--- config.mk ---
export PLATFORM = sky130hd
export DESIGN_NAME = ct_byte_sink_flat
export DESIGN_NICKNAME = d
export VERILOG_FILES = /design/src/rtl/ct_byte_sink_if.sv /design/src/rtl/ct_byte_sink.sv /design/src/flat_wrapper.sv
export SDC_FILE = /design/constraint.sdc
export NUM_CORES = 1
export LEC_CHECK = 0
export BUFFER_PORTS_ARGS = -buffer_cell sky130_fd_sc_hd__buf_2
export CORE_MARGIN = 1
export CORE_UTILIZATION = 58
export CTS_CLUSTER_SIZE = 20
export DETAILED_ROUTE_END_ITERATION = 10
export HOLD_SLACK_MARGIN = 0.03
export MAX_ROUTING_LAYER = met4
export PLACE_DENSITY = 0.76
export SLEW_MARGIN = 5
export SYNTH_ARGS = -nofsm -noshare
export SYNTH_HDL_FRONTEND = slang
export SYNTH_SLANG_ARGS = --single-unit
--- constraint.sdc ---
create_clock -name clk -period 6.42 [get_ports clk]
set_input_delay 0.642 -clock clk [delete_from_list [all_inputs] [get_ports clk]]
set_output_delay 0.642 -clock clk [all_outputs]
set_load 0.02 [all_outputs]
--- src/rtl/ct_byte_sink_if.sv ---
// Byte-sink bus: upstream word-pair offer plus the downstream valid/ready byte stream.
// master = producer/consumer environment, slave = the sink itself.
interface ct_byte_sink_if;
    logic        readin;
    logic [15:0] din1;
    logic [15:0] din2;
    logic [7:0]  dout;
    logic        dout_valid;
    logic        dout_ready;

    modport master (
        output readin, din1, din2, dout_ready,
        input  dout, dout_valid
    );

    modport slave (
        input  readin, din1, din2, dout_ready,
        output dout, dout_valid
    );
endinterface

--- src/rtl/ct_byte_sink.sv ---
// Register FIFO of 32-bit word pairs, serialised as little-endian bytes on a valid/ready stream.
// Also counts delivered bytes toward a polynomial length and flags dropped pairs.
module ct_byte_sink #(
    parameter int DEPTH       = 8,
    parameter int TOTAL_BYTES = 128
) (
    input  logic                   clk,
    input  logic                   reset,
    input  logic                   set,
    input  logic                   clear,
    ct_byte_sink_if.slave          bus,
    output logic [$clog2(DEPTH):0] level,
    output logic                   done,
    output logic                   overflow
);
    localparam int PW = $clog2(DEPTH);
    localparam int LW = PW + 1;
    localparam int CW = $clog2(TOTAL_BYTES + 1);

    logic [31:0]   entry_q [DEPTH];
    logic [PW-1:0] wr_ptr_reg;
    logic [PW-1:0] rd_ptr_reg;
    logic [1:0]    bi_reg;
    logic [LW-1:0] level_reg;
    logic [CW-1:0] count_reg;
    logic          done_reg;
    logic          overflow_reg;

    logic        valid;
    logic        xfer;
    logic        free;
    logic        offer;
    logic        wr_ok;
    logic [31:0] head;

    // clear wins over both the write and the transfer on the same edge
    always_comb begin
        head  = entry_q[rd_ptr_reg];
        valid = (level_reg != '0);
        xfer  = set && !clear && valid && bus.dout_ready;
        free  = xfer && (bi_reg == 2'd3);
        offer = set && !clear && bus.readin;
        wr_ok = offer && ((level_reg < LW'(DEPTH)) || free);
    end

    assign bus.dout_valid = valid;
    assign bus.dout       = valid ? head[{bi_reg, 3'b000} +: 8] : 8'h00;
    assign level          = level_reg;
    assign done           = done_reg;
    assign overflow       = overflow_reg;

    genvar gi;
    generate
        for (gi = 0; gi < DEPTH; gi++) begin : g_entry
            logic [31:0] entry_reg;
            always_ff @(posedge clk or negedge reset) begin
                if (!reset) begin
                    entry_reg <= '0;
                end else if (wr_ok && (wr_ptr_reg == PW'(gi))) begin
                    entry_reg <= {bus.din2, bus.din1};
                end
            end
            assign entry_q[gi] = entry_reg;
        end
    endgenerate

    always_ff @(posedge clk or negedge reset) begin
        if (!reset) begin
            wr_ptr_reg   <= '0;
            rd_ptr_reg   <= '0;
            bi_reg       <= '0;
            level_reg    <= '0;
            count_reg    <= '0;
            done_reg     <= 1'b0;
            overflow_reg <= 1'b0;
        end else if (set) begin
            if (clear) begin
                wr_ptr_reg   <= '0;
                rd_ptr_reg   <= '0;
                bi_reg       <= '0;
                level_reg    <= '0;
                count_reg    <= '0;
                done_reg     <= 1'b0;
                overflow_reg <= 1'b0;
            end else begin
                if (wr_ok) begin
                    wr_ptr_reg <= wr_ptr_reg + 1'b1;
                end
                if (offer && !wr_ok) begin
                    overflow_reg <= 1'b1;
                end
                if (xfer) begin
                    bi_reg <= bi_reg + 1'b1;
                end
                if (free) begin
                    rd_ptr_reg <= rd_ptr_reg + 1'b1;
                end
                // a write landing on the same edge as a free leaves occupancy unchanged
                if (wr_ok && !free) begin
                    level_reg <= level_reg + 1'b1;
                end else if (free && !wr_ok) begin
                    level_reg <= level_reg - 1'b1;
                end
                if (xfer && (count_reg != CW'(TOTAL_BYTES))) begin
                    count_reg <= count_reg + 1'b1;
                    if (count_reg == CW'(TOTAL_BYTES - 1)) begin
                        done_reg <= 1'b1;
                    end
                end
            end
        end
    end
endmodule

--- src/flat_wrapper.sv ---
// flat-port wrapper written by rule: the top's interface ports become plain ports
module ct_byte_sink_flat 
#(
    parameter int DEPTH       = 8,
    parameter int TOTAL_BYTES = 128
)
  (clk, reset, set, clear, level, done, overflow, bus_readin, bus_din1, bus_din2, bus_dout_ready, bus_dout, bus_dout_valid);
  ct_byte_sink_if bus_i ();
  input  logic clk;
  input  logic reset;
  input  logic set;
  input  logic clear;
  output logic [$clog2(DEPTH):0] level;
  output logic done;
  output logic overflow;
  input wire logic [$bits(bus_i.readin)-1:0] bus_readin;
  input wire logic [$bits(bus_i.din1)-1:0] bus_din1;
  input wire logic [$bits(bus_i.din2)-1:0] bus_din2;
  input wire logic [$bits(bus_i.dout_ready)-1:0] bus_dout_ready;
  output wire logic [$bits(bus_i.dout)-1:0] bus_dout;
  output wire logic [$bits(bus_i.dout_valid)-1:0] bus_dout_valid;
  assign bus_i.readin = bus_readin;
  assign bus_i.din1 = bus_din1;
  assign bus_i.din2 = bus_din2;
  assign bus_i.dout_ready = bus_dout_ready;
  assign bus_dout = bus_i.dout;
  assign bus_dout_valid = bus_i.dout_valid;
  ct_byte_sink #(.DEPTH(DEPTH), .TOTAL_BYTES(TOTAL_BYTES)) u_core (.clk(clk), .reset(reset), .set(set), .clear(clear), .bus(bus_i), .level(level), .done(done), .overflow(overflow));
endmodule
# Yosys cells after proc, flatten, opt, wreduce, memory -nomap -nowiden
# Index checks and enable logic that the tools add are counted.
[totals]
register_bits = 278
inputBits = 38
output_inout_bits = 15
word_cells = 93
[classes]
n_addsub = 6
order_cmp = 2
eq_ne = 10
shifts = 1
mux = 20
bitwise = 1
n_reduce_logical = 38
[ops]
columns = ["operator", "count"]
rows = [
  ["$bmux 32 s3", 1],
  ["$mux 32", 2],
  ["$shiftx 32x6->8", 1],
  ["$mux 8", 3],
  ["$logic_and 1x1->1", 18],
  ["$eq 3x3->1 const B", 4],
  ["$mux 3", 4],
  ["$mux 4", 3],
  ["$reduce_and 2->1", 6],
  ["$reduce_bool 2->1", 6],
  ["$add 8x1->8 const B", 1],
  ["$eq 8x7->1 const B", 1],
  ["$ne 8x8->1 const B", 1],
  ["$add 3x1->3 const B", 2],
  ["$eq 3x2->1 const B", 2],
  ["$mux 1", 5],
  ["$add 4x1->4 const B", 1],
  ["$ge 4x4->1 const B", 1],
  ["$lt 4x4->1 const B", 1],
  ["$mux 2", 2],
  ["$not 3->4", 1],
  ["$reduce_bool 4->1", 1],
  ["$sub 4x1->4 const B", 1],
  ["$eq 3x1->1 const B", 1],
  ["other kinds (7)", 9],
]

# Longest topological paths before layout
[logic_depth]
depth_word = 12
ltp_mapped = 11
depth_no_buf = 10

# Least setup slack after synthesis
# OpenSTA, ideal clock, no wires.
[synth_timing]
path_type = "register to register"
startpoint = "register u_core.level_reg[3] (netlist: u_core.level[3])"
endpoint = "register u_core.level_reg[3] (netlist: u_core.level[3])"
setup_ps = 131
arrival_time_ps = 2540
slack_ps = 3749
stages_incl_launch_ff = 12
path_buffers = 2
cell_sequence = "dfrtp_1 -> buf_6 -> nor4_1 -> buf_2 -> nor4_1 -> or3_1 -> ha_1 -> a21o_1 -> a21oi_1 -> o31ai_1 -> a22oi_1 -> o21bai_1"
[synth_via]
elab_chain_cells = 10
elab_cells_between_ends = 18
[synth_rtl]
columns = ["item", "line", "rtl"]
rows = [
  ["from (decl)", "ct_byte_sink.sv:24", "logic [LW-1:0] level_reg;"],
  ["from (signal assigned)", "ct_byte_sink.sv:100", "level_reg <= level_reg + 1'b1;"],
  ["from (signal assigned)", "ct_byte_sink.sv:102", "level_reg <= level_reg - 1'b1;"],
  ["branches (longest 10 deep; another with $lt 4x4->1)", "n/a", ""],
]
# Parallel ways; which one is timed is not known. The select of a mux whose other input is x is not followed.
# A chain may end at the register's enable or synchronous reset.

# Worst setup path after layout
[layout_timing]
startpoint = "register u_core.rd_ptr_reg[0]"
endpoint = "output bus_dout[3]"
[layout_via]
elab_chain_cells = 6
[layout_rtl]
columns = ["item", "line", "rtl"]
rows = [
  ["from (decl)", "ct_byte_sink.sv:22", "logic [PW-1:0] rd_ptr_reg;"],
  ["from (signal assigned)", "ct_byte_sink.sv:96", "rd_ptr_reg <= rd_ptr_reg + 1'b1;"],
  ["$not 3->4 (implied by the code)", "ct_byte_sink.sv:38", "head = entry_q[rd_ptr_reg];"],
  ["$bmux 32 s3", "ct_byte_sink.sv:38", ""],
  ["$mux 32 (implied by the code) (2 in series)", "ct_byte_sink.sv:38", ""],
  ["$shiftx 32x6->8", "ct_byte_sink.sv:47", "assign bus.dout = valid ? head[{bi_reg, 3'b000} +: 8] : 8'h00;"],
  ["$mux 8", "ct_byte_sink.sv:47", ""],
  ["to (decl)", "flat_wrapper.sv:20", "output wire logic [$bits(bus_i.dout)-1:0] bus_dout;"],
]
# No other way between the ends. The select of a mux whose other input is x is not followed.

==> impl_metrics.csv <==
group,metric,value,unit
outcome,status,"finished, final reports clean",
place,pre_cts_ws,2750,ps
timing,rsz0062_at_grt,"false",
cts,cts_buffer_depth,3,
timing,slew_headroom,0.207,
floorplan,die_h,151,um
setup_path,cp_data_required_time,5780,ps
cts,cts_setup_buffers,0,
setup_path,rr_endpoint,"u_core.level[3]",
synthesis,synth_top_area_frac,0.539,
timing,timing.fmax,240,MHz
cts,worst_skew_pair.late_latency,540,ps
synthesis,seq_area_frac_synth,0.539,
synthesis,synth_area,0.0129,sq mm
synthesis,syn_nets,887,
global_route,grt_util_met1,0.358,
synthesis,synth.distinct_cells,47,
cts,cts_root_buf,"clkbuf_16",
place,placed_area,0.0133,sq mm
floorplan,die_w,151,um
timing,tns,0,ps
timing,hold_viol_final,0,
timing,report.final.setup_viol,0,
global_route,antenna_found_initial,4,
finish,nNetsFinal,926,
synthesis,synth_area_leaders,"dfrtp_1, mux2_2, mux4_2",
detailed_routing,ant_nets,0,
synthesis,synth_common_cells,"dfrtp_1, mux2_2, mux4_2",
cts,cts_resized,0,
worst_hold_path,hold_path_class,"in -> async",
global_route,grt_max_degree,183,
flow_run,maxCapViolCount,0,
finish,seq_area,0.00696,sq mm
cts,cts_tree,"done",
cts,cts_sinks,278,
setup_path,crit_arrival,3530,ps
detailed_routing,drt-initial-drc-count,558,
cts,htreeDepth,1,
place,io_buffers,52,
setup_path,critPathCapture,"bus_dout[3]",
global_route,grt_pass1_wl,45800,um
setup_path,critPathMaxFanout,53,
setup_path,crit_start,"u_core.rd_ptr_reg[0]",
floorplan,start_util,0.591,
timing,skew,7.69,ps
setup_path,regToRegSetupSlack,2910,ps
setup_path,cp-start-kind,"register",
power_and_ir_drop,pwr_density_cell,322,mW/mm^2
global_route,grt.busiest_layer,"met2",
timing,timing.final.crit_share,0.649,
floorplan,core-area,0.0218,sq mm
detailed_routing,dr.pass1.iters,5,
global_route,grt_use_met2,0.443,
synthesis,synth_edf_count,0,
cts,numCtsBuffers,28,
timing,worstMarginPinSlew,1190,ps
timing,timing.final.ws_setup,2250,ps
floorplan,row_count,54,
cts,ctsHoldBuffers,0,
setup_path,end_kind,"primary output",
timing,drv_slew,0,
place,dp_hpwl,16800,um
detailed_routing,viasPerCell,6.42,
global_route,use_met3,0.0455,
finish,fillers,1534,
setup_path,r2r_cells,10,
synthesis,synth-async-reset-ratio,1.00,
setup_path,crit_type,"reg -> out",
detailed_routing,post_drt_wl_per_cell,24.5,um
detailed_routing,drcViolationCount,0,
synthesis,synth_most_common_cell,"dfrtp_1",
synthesis,syn_area_per_cell,15.4,sq um
power_and_ir_drop,p_total,4600,uW
finish,multi_input_area,0.00561,sq mm
finish,largest_reg_flops,256,
finish,finalInstanceArea,0.0143,sq mm
detailed_routing,routed_wl,29000,um
global_route,overflow,0,
finish,drive_gt1_frac,0.489,
synthesis,netlist_instances,836,
place,gp_congestion,0.832,
power_and_ir_drop,p_leak,0.00671,uW
synthesis,yosysTopAreaCell,"dfrtp_1",
global_route,grt_pass1_vias,8186,
global_route,track_usage,0.276,
finish,syn2layout_area_growth,10.8,%
power_and_ir_drop,ir_worst_vdd,250,uV
timing,period_needed,4170,ps
setup_path,r2r-start,"u_core.bi_reg[0]",
floorplan,num_io_pins,53,
detailed_routing,dr_total_vias,7579,
synthesis,yosysWarnings,0,
synthesis,ys_seq_elements,278,
cts,path_clk_slew,60,ps
floorplan,die_area,0.0228,sq mm
synthesis,synth_ff_type,"dfrtp_1",
-- stage by stage --
stage	cells	util	hold slack (ps)
after global placement	1125	0.611	463
after floorplan	836	-	346
after CTS	1177	0.654	146
after global routing	1181	0.655	149
final	1181	0.655	92.7
after detailed placement	1125	0.611	474
-- how the worst min path moves through the flow --
| stage | startpoint | to | slack (ps) | cells past startpoint |
|---|---|---|---|---|
| 4_1_cts | reset | u_core.g_entry[4].entry_reg[25] | 150 | 1 |
| 6_report | reset | u_core.g_entry[7].entry_reg[25] | 90 | 1 |
| 3_5_place_dp | u_core.g_entry[1].entry_reg[0] | u_core.g_entry[1].entry_reg[0] | 470 | 1 |
| 3_3_place_gp | u_core.g_entry[0].entry_reg[17] | u_core.g_entry[0].entry_reg[17] | 460 | 1 |
| 2_1_floorplan | reset | u_core.bi_reg[0] | 350 | 0 |
| 5_1_grt | reset | u_core.g_entry[4].entry_reg[25] | 150 | 1 |
-- power by group --
group	switching [uW]	total, uW	internal (uW)
Clock	665	1650	982
Combinational	378	800	422
Sequential	156	2150	1990
Total	1200	4600	3400
-- final cells by class --
| cell class | count | area share |
|---|---|---|
| Antenna cell | 4 | 0.000701 |
| Clock buffer | 47 | 0.0625 |
| Clock inverter | 5 | 0.00377 |
| Inverter | 15 | 0.00394 |
| Multi-Input combinational cell | 490 | 0.392 |
| Sequential cell | 278 | 0.487 |
| Tap cell | 280 | 0.0245 |
| Timing Repair Buffer | 62 | 0.0250 |
-- cell usage in the layout, fill, tap and decap left out, types with 3 or more instances in the layout --
cell type  instances
buf_4              9
a31oi_1            7
buf_2             51
xor2_1             3
diode_2            4
a221o_1            8
nor3_1             4
mux2i_1           20
and2_1             3
nand2_1           17
o22ai_1            4
clkinv_2           3
mux2_2           258
and3_2             3
nor2_1            13
clkbuf_8          10
a22oi_1            7
mux2_1             5
inv_1             15
ha_1              12
o21a_1             5
nor2b_1            3
mux4_2            64
nand3_2            3
dfrtp_1          276
nand3_1            9
a21oi_1            3
clkbuf_16         29
clkbuf_1           8
o21ai_0           10
-- critical path: stages, from the launching register on --
cell and delay [ps]:
dfrtp_4 1140, buf_4 460, mux4_2 540, mux2i_1 190
nor2_1 60, a221oi_1 240, a21oi_1 120, buf_2 200
-- layer usage --
metal	part of all wire	vias up
met5	0	-
met4	0.029	0
met3	0.041	55
met2	0.51	184
met1	0.42	4106
li1	-	3234
-- cell families after synthesis --
group / count (synthesis) / share of synthesized area
flip-flops: 278 / 0.539
adder cells (fa/ha/maj): 13 / 0.0132
buffers and inverters: 68 / 0.0278
AND/OR/NAND/NOR: 62 / 0.0229
multiplexers: 347 / 0.357
XOR/XNOR: 4 / 0.00272
AO/OA/AOI/OAI: 64 / 0.0370
No activity file was read; power rests on OpenSTA's default activity.
